## src/rtl/move_btn_conditioner_pkg.sv

```systemverilog
// Shared constants and FSM encoding for the move-button conditioning path.
// Default counts assume the 25.175 MHz pixel clock.
package move_btn_conditioner_pkg;

  localparam int CLK_HZ              = 25_175_000;
  localparam int DEF_CNT_W           = 24;
  localparam int DEF_DEBOUNCE_CYCLES = 250_000;
  localparam int DEF_REPEAT_DELAY    = 12_500_000;
  localparam int DEF_REPEAT_PERIOD   = 5_000_000;

  typedef enum logic [1:0] {
    ST_IDLE       = 2'd0,
    ST_PRESS_DB   = 2'd1,
    ST_HELD       = 2'd2,
    ST_RELEASE_DB = 2'd3
  } btn_state_t;

endpackage

```

## src/rtl/move_btn_conditioner_btn_sync.sv

```systemverilog
// Two-flop synchroniser for asynchronous pad inputs; both flops clear to 0 on reset.
module btn_sync (
  input  logic i_clk,
  input  logic i_rst_n,
  input  logic i_async,
  output logic o_sync
);

  logic r_meta;
  logic r_sync;

  always_ff @(posedge i_clk or negedge i_rst_n) begin
    if (!i_rst_n) begin
      r_meta <= 1'b0;
      r_sync <= 1'b0;
    end else begin
      r_meta <= i_async;
      r_sync <= r_meta;
    end
  end

  assign o_sync = r_sync;

endmodule

```

## src/rtl/move_btn_conditioner.sv

```systemverilog
// Move-button conditioner: synchroniser, press/release debounce FSM and a
// one-cycle move pulse with optional hold-to-repeat.
module move_btn_conditioner
  import move_btn_conditioner_pkg::*;
#(
  parameter int CNT_W           = DEF_CNT_W,
  parameter int DEBOUNCE_CYCLES = DEF_DEBOUNCE_CYCLES,
  parameter bit REPEAT_EN       = 1'b1,
  parameter int REPEAT_DELAY    = DEF_REPEAT_DELAY,
  parameter int REPEAT_PERIOD   = DEF_REPEAT_PERIOD
) (
  input  logic i_clk,
  input  logic i_rst_n,
  input  logic i_btn,
  output logic o_move,
  output logic o_held
);

  localparam logic [CNT_W-1:0] DB_LAST = CNT_W'(DEBOUNCE_CYCLES - 1);
  localparam logic [CNT_W-1:0] RD_LAST = CNT_W'(REPEAT_DELAY - 1);
  localparam logic [CNT_W-1:0] RP_LAST = CNT_W'(REPEAT_PERIOD - 1);

  logic             w_sync;
  btn_state_t       r_state;
  logic [CNT_W-1:0] r_timer;
  logic             r_rep_first;
  logic             r_move;
  logic             r_held;

  btn_sync u_sync (
    .i_clk   (i_clk),
    .i_rst_n (i_rst_n),
    .i_async (i_btn),
    .o_sync  (w_sync)
  );

  // Timer is cleared on every state change and only compared for equality,
  // so it never needs to wrap; it parks in IDLE and in HELD without repeat.
  always_ff @(posedge i_clk or negedge i_rst_n) begin
    if (!i_rst_n) begin
      r_state     <= ST_IDLE;
      r_timer     <= '0;
      r_rep_first <= 1'b1;
      r_move      <= 1'b0;
      r_held      <= 1'b0;
    end else begin
      r_move  <= 1'b0;
      r_timer <= r_timer + 1'b1;
      unique case (r_state)
        ST_IDLE: begin
          r_timer <= '0;
          if (w_sync) r_state <= ST_PRESS_DB;
        end
        ST_PRESS_DB: begin
          if (!w_sync) begin
            r_state <= ST_IDLE;
            r_timer <= '0;
          end else if (r_timer == DB_LAST) begin
            r_state     <= ST_HELD;
            r_timer     <= '0;
            r_move      <= 1'b1;
            r_rep_first <= 1'b1;
            r_held      <= 1'b1;
          end
        end
        ST_HELD: begin
          if (!w_sync) begin
            r_state <= ST_RELEASE_DB;
            r_timer <= '0;
          end else if (REPEAT_EN) begin
            if (r_rep_first && (r_timer == RD_LAST)) begin
              r_move      <= 1'b1;
              r_timer     <= '0;
              r_rep_first <= 1'b0;
            end else if (!r_rep_first && (r_timer == RP_LAST)) begin
              r_move  <= 1'b1;
              r_timer <= '0;
            end
          end else begin
            r_timer <= r_timer;
          end
        end
        ST_RELEASE_DB: begin
          // A bounce back high resumes HELD without firing; rep_first is kept.
          if (w_sync) begin
            r_state <= ST_HELD;
            r_timer <= '0;
          end else if (r_timer == DB_LAST) begin
            r_state <= ST_IDLE;
            r_timer <= '0;
            r_held  <= 1'b0;
          end
        end
        default: begin
          r_state <= ST_IDLE;
          r_timer <= '0;
          r_held  <= 1'b0;
        end
      endcase
    end
  end

  assign o_move = r_move;
  assign o_held = r_held;

endmodule

```

## config.mk

```make
export PLATFORM = sky130hd
export DESIGN_NAME = move_btn_conditioner
export DESIGN_NICKNAME = d
export VERILOG_FILES = /design/src/rtl/move_btn_conditioner_pkg.sv /design/src/rtl/move_btn_conditioner_btn_sync.sv /design/src/rtl/move_btn_conditioner.sv
export SDC_FILE = /design/constraint.sdc
export NUM_CORES = 1
export LEC_CHECK = 0
export BUFFER_PORTS_ARGS = -buffer_cell sky130_fd_sc_hd__buf_4
export CAP_MARGIN = 20
export CORE_ASPECT_RATIO = 0.7
export CORE_UTILIZATION = 55
export DETAILED_ROUTE_END_ITERATION = 7
export GPL_TIMING_DRIVEN = 0
export PLACE_DENSITY = 0.75
export SYNTH_ARGS = -nofsm -noshare
export SYNTH_HDL_FRONTEND = slang
export SYNTH_SLANG_ARGS = --single-unit
```

## constraint.sdc

```tcl
create_clock -name i_clk -period 2.39 [get_ports i_clk]
set_clock_uncertainty 0.2 [all_clocks]
set_input_delay 0.1195 -clock i_clk [delete_from_list [all_inputs] [get_ports i_clk]]
set_output_delay 0.1195 -clock i_clk [all_outputs]
set_load 0.05 [all_outputs]
```

==> flow_summary.yaml, run 1 <==
sta:
  setup_ws_ns: -0.129
  worst-slew-pin-transition_ns: 0.642
  finalCriticalPeriod_ns: 2.52
  fmax_ghz: 0.397
  setup_viol: 28
  period_share: 1.05
  hold_viol_final: 0
  rsz0062_at_grt: "yes"
  max-slew-margin-rel: 0.568
  drv_slew: 0
placement:
  pre_cts_ws_ns: -0.222
  gp_congestion: 0.850
  hpwlAfterDp_um: 2750
  numPortBuffers: 4
clock_tree:
  cts_made_buffers: 5
  cts-root-buf: "clkbuf_8"
  clkSlewWorstSetupHoldPaths_ns: 0.07
  cts_sinks: 31
  clk_latency_ns: 0.29
  clock_path_buffers: 2
  htreeDepth: 2
  cts_tree: "done"
floorplanning:
  ios: 5
  die-area_um2: 3420
  die_y_um: 49.2
  fp.dieW_um: 69.5
  core-area_um2: 2900
  start_util: 0.603
  row_count: 16
grt:
  grt_pass1_vias: 1501
  antenna_found_initial: 0
  grt_pass1_wl_um: 7250
  grt.overflow.total: 0
  grt_usage: 0.275
  grt_start_max_net_pins: 32
logic_synthesis:
  ys_seq_elements: 31
  syn_area_per_cell_um2: 9.73
  yosysWarningCount: 0
  synth_area_um2: 1750
  postSynthNetCount: 189
  seq_area_frac_synth: 0.444
  yosysUniqueCellTypes: 39
  synthCells: 180
outcome:
  outcome: "finished with violations"
  violations: "negative setup slack"
route:
  viasPerCell: 6.36
  ant_nets: 0
  drtIter0Drc: 122
  drc: 0
  wl_per_cell_um: 17.9
  vias: 1558
  wl_um: 4380
  firstDrtPassIters: 4
final_layout:
  diodes: 0
  drive_above_1_share: 0.254
  final_common_cell: "dfrtp_1"
  layout.nets: 217
  final_cell_mix: "dfrtp_1, nor3_1, buf_4, xnor2_1"
  area_growth_pct: 25.9
setup_path:
  crit_start: "r_timer[9]"
  r2r-start: "r_timer[9]"
  crit_required_ns: 2.35
  rr_worst_depth: 5
  r2r-end: "r_state[0]"
  worst_setup_path_start_kind: "flop"
  r2r_slack_ns: -0.13
  end_kind: "flop"
  path_max_fanout: 3
  worstSetupPathType: "reg -> reg"
  cp.arrival_ns: 2.48
power:
  total_power_mw: 1.80
  vdd_drop_max_mv: 0.757
  p_leak_nw: 0.825
  p_per_area_nw_per_um2: 817
run:
  cap_violations: 0
hold_path:
  holdCritPathClass: "in -> async"
[per-layer routing]
metal  up-vias  share of wire  GRT usage
met4         0          0.023     0.0986
met5         -              0          0
met1       772           0.47      0.375
met3        12          0.060     0.0682
li1        717              -          -
met2        57           0.45      0.429
[power by group]
part,internal (mW),switching (mW)
combinational,0.338,0.451
clock,0.208,0.216
sequential,0.555,0.0332
total,1.10,0.700
[kinds of logic after synthesis]
| logic type | synth area share |
|---|---|
| xor+xnor | 0.110 |
| simple gates | 0.286 |
| compound gates | 0.0743 |
| buf+inv | 0.0364 |
| mux | 0.00643 |
| fa+ha+maj | 0.0429 |
| flops | 0.444 |
[synthesized netlist by cell type]
library cell	number	area, um2
nand3b_1	1	7.51
nor3_1	26	130
a31oi_2	1	12.5
and4_1	5	43.8
or4_4	2	22.5
a221oi_2	1	15.0
nor4b_1	2	17.5
or2_2	1	6.26
nand2b_1	1	6.26
xnor2_1	12	105
o31a_1	1	8.76
inv_1	8	30.0
a21oi_1	3	15.0
a31oi_1	2	12.5
and4b_1	1	10.0
o22ai_1	1	6.26
and3_1	1	6.26
clkbuf_1	4	15.0
or4_1	2	15.0
a2111oi_2	1	15.0
nand3_1	9	45.0
ha_1	6	75.1
nor2_1	9	33.8
o21ai_0	2	10.0
and2_1	1	6.26
nor4_1	8	50.1
o31ai_1	2	15.0
mux2_2	1	11.3
nor3b_1	1	7.51
nand2_1	10	37.5
dfstp_2	1	26.3
or3_1	1	6.26
o41a_1	1	11.3
buf_1	1	3.75
xor2_1	10	87.6
a211o_1	1	8.76
buf_4	2	15.0
dfrtp_1	30	751
nand4_1	8	50.1
[worst max-delay path by stage]
stage                  to
3_5_place_dp   r_timer[4]
2_1_floorplan  r_state[0]
5_1_grt        r_timer[7]
6_report       r_state[0]
4_1_cts        r_timer[8]
3_3_place_gp   r_timer[3]
[flip-flops by register name (all words and copies together), names as in the netlist, named ones only]
| signal | count |
|---|---|
| o_held | 1 |
| o_move | 1 |
| r_rep_first | 1 |
| r_state | 1 |
| r_timer | 24 |
| u_sync.o_sync | 1 |
| u_sync.r_meta | 1 |
[what timing repair did]
action,CTS,global route
hold endpoints to repair,32,0
pin swaps,10,1
hold buffers,2,0
gates resized for setup,17,10
setup endpoints to repair,28,29
gates cloned,2,0
setup buffers,10,3
[worst max-delay path: stages, from the launching register on]
cell,delay (ns)
dfrtp_1,0.38
or3_1,0.40
or4_4,0.45
or4_4,0.57
a2111oi_4,0.32
a221oi_2,0.07
[area by class of cell]
class,count,area [um2]
fill,197,698
tap,36,45.0
clock buffer,5,68.8
sequential,31,778
timing repair buffer,21,180
buffer,7,48.8
clock inverter,3,25.0
multi-input combinational,134,1030
inverter,8,30.0
[metrics by stage]
step,utilization,setup TNS [ns],area [um2],instances,hold slack [ns]
2_1_floorplan,-,-0.0443,1770,180,-0.376
4_1_cts,0.734,-2.49,2130,242,0.104
6_report,0.759,-2.64,2200,245,0.0973
3_5_place_dp,0.637,-4.73,1850,220,-0.128
5_1_grt,0.759,-4.13,2200,245,0.139
3_3_place_gp,0.637,-3.64,1850,220,-0.136
Note: power is estimated with default switching activity, not from simulation.
==> run 2, diff against run 1 <==
- RECOVER_POWER: unset -> 100
==> run 2 against run 1 <==
  * The flow finishes with violations (max-capacitance violations, max-slew violations, negative setup slack)
  * Clock power hardly changed
  * Power hardly changed
  * Global-route usage stayed put
  * Sequential share of layout area is 0.18 points higher
  * Largest power group unchanged
  * Critical endpoint unchanged
  * Non-clock buffer count stayed put
  * Combinational power hardly changed
  * Register-to-register slack hardly changed
  * Sequential power hardly changed
  * Cell count stayed put
  * Via count is 0.19% lower
==> flow_summary.yaml, run 2 (synthesis results as in run 1) <==
setup_path:
  rr_worst_depth: 5
  worst_setup_path_start_kind: "flop"
  r2r-start: "r_timer[9]"
  cp.arrival_ns: 2.48
  r2r_slack_ns: -0.13
  end_kind: "flop"
  worstSetupPathType: "reg -> reg"
  r2r-end: "r_state[0]"
  path_max_fanout: 3
  crit_required_ns: 2.35
sta:
  max-slew-margin-rel: -0.0818
  fin_tns_setup_ns: -2.65
  hold_viol_final: 0
  holdWs_ns: 0.151
  setup_ws_ns: -0.129
  period_share: 1.05
  finalCriticalPeriod_ns: 2.52
  rsz0062_at_grt: "yes"
  worst-slew-pin-transition_ns: 1.62
  setup_viol: 28
  drv_slew: 32
  fmax_ghz: 0.397
final_layout:
  multiInputGateArea_um2: 1030
  diodes: 0
  final_common_cell: "dfrtp_1"
  final_cell_mix: "dfrtp_1, nor3_1, xnor2_1, buf_4"
  finish.utilization: 0.756
  largest_register_ffs: 24
  area_growth_pct: 25.2
  drive_above_1_share: 0.239
  regArea_um2: 778
  design_area_um2: 2190
  layout.nets: 217
  regMostFlops: "r_timer"
  stdcell_count: 245
  n_fill_cell: 203
placement:
  numPortBuffers: 4
  gp_congestion: 0.850
  dpl.cell_count: 220
  dpl_cell_area_um2: 1850
  hpwlAfterDp_um: 2750
hold_path:
  holdCritPathClass: "reg -> reg"
  worstHoldEndpoint: "u_sync.o_sync"
  hold_depth: 0
  holdCritStartpoint: "u_sync.r_meta"
clock_tree:
  cts_sinks: 31
  cts-root-buf: "clkbuf_8"
  clk_latency_ns: 0.29
  clock_path_buffers: 2
  cts_made_buffers: 5
  clkSlewWorstSetupHoldPaths_ns: 0.07
  cts_tree: "done"
  htreeDepth: 2
grt:
  antenna_found_initial: 0
  grt_start_max_net_pins: 32
  grt_pass1_wl_um: 7250
  grt_pass1_vias: 1501
  grt_usage: 0.275
  grt.overflow.total: 0
floorplanning:
  start_util: 0.603
  row_count: 16
  die_y_um: 49.2
  core-area_um2: 2900
  die-area_um2: 3420
  ios: 5
  fp.dieW_um: 69.5
route:
  wl_per_cell_um: 17.9
  drtIter0Drc: 124
  drc: 0
  vias: 1555
  wl_um: 4380
  viasPerCell: 6.35
  firstDrtPassIters: 4
  ant_nets: 0
power:
  p_leak_nw: 0.812
  p_per_area_nw_per_um2: 820
  vdd_drop_max_mv: 0.756
outcome:
  violations: "max-capacitance violations, max-slew violations, negative setup slack"
  outcome: "finished with violations"
run:
  cap_violations: 1
[run 2: changes by cell type in the layout (fill, tap and decap cells not counted)]
cell	previous run	this run
clkbuf_4	0	1
buf_4	16	12
clkbuf_1	4	7
[run 2: cell type report]
class | count | area share
flip-flops and latches | 31 | 0.355
multi-input cells | 134 | 0.469
clock buffers | 5 | 0.0314
plain buffers | 7 | 0.0222
well taps | 36 | 0.0205
repair buffers | 21 | 0.0770
inverters | 8 | 0.0137
clock inverters | 3 | 0.0114
[run 2: how the worst max path moves through the flow]
stage	start	to	slack [ns]	cells after the start
2_1_floorplan	r_timer[9]	r_state[0]	-0.04	5
3_3_place_gp	r_timer[0]	r_timer[3]	-0.18	7
3_5_place_dp	r_timer[0]	r_timer[4]	-0.22	7
4_1_cts	r_timer[9]	r_timer[8]	-0.11	7
5_1_grt	r_timer[9]	r_timer[7]	-0.17	7
6_report	r_timer[9]	r_state[0]	-0.13	5
[run 2: what timing repair did]
| item | 4_1_cts | 5_1_grt |
|---|---|---|
| cloned | 2 | 0 |
| setup endpoints to repair | 28 | 29 |
| pin swaps | 10 | 1 |
| gates resized for setup | 17 | 10 |
| buffers inserted | 10 | 3 |
| hold buffers | 2 | 0 |
| endpoints found under the hold margin | 32 | 0 |
[run 2: where the power goes]
part	switching [mW]	internal, mW
Sequential	0.0332	0.555
Clock	0.215	0.208
Combinational	0.451	0.337
Total	0.699	1.10
[run 2: through the flow]
stage	worst slack, ns	power (mW)
floorplan	-0.0443	0.974
global placement	-0.177	1.08
detailed placement	-0.222	1.10
CTS	-0.108	1.73
global route	-0.173	1.88
finish	-0.129	1.80
[run 2: routing by layer]
metal / global-route usage / part of all wire
met1: 0.375 / 0.47
met2: 0.429 / 0.45
met3: 0.0682 / 0.058
met4: 0.0986 / 0.023
met5: 0 / 0
[run 2: critical path, cell delays in order, from the launching register on]
cell and delay [ns]:
dfrtp_1 0.38, or3_1 0.40, or4_4 0.45, or4_4 0.57
a2111oi_4 0.32, a221oi_2 0.07
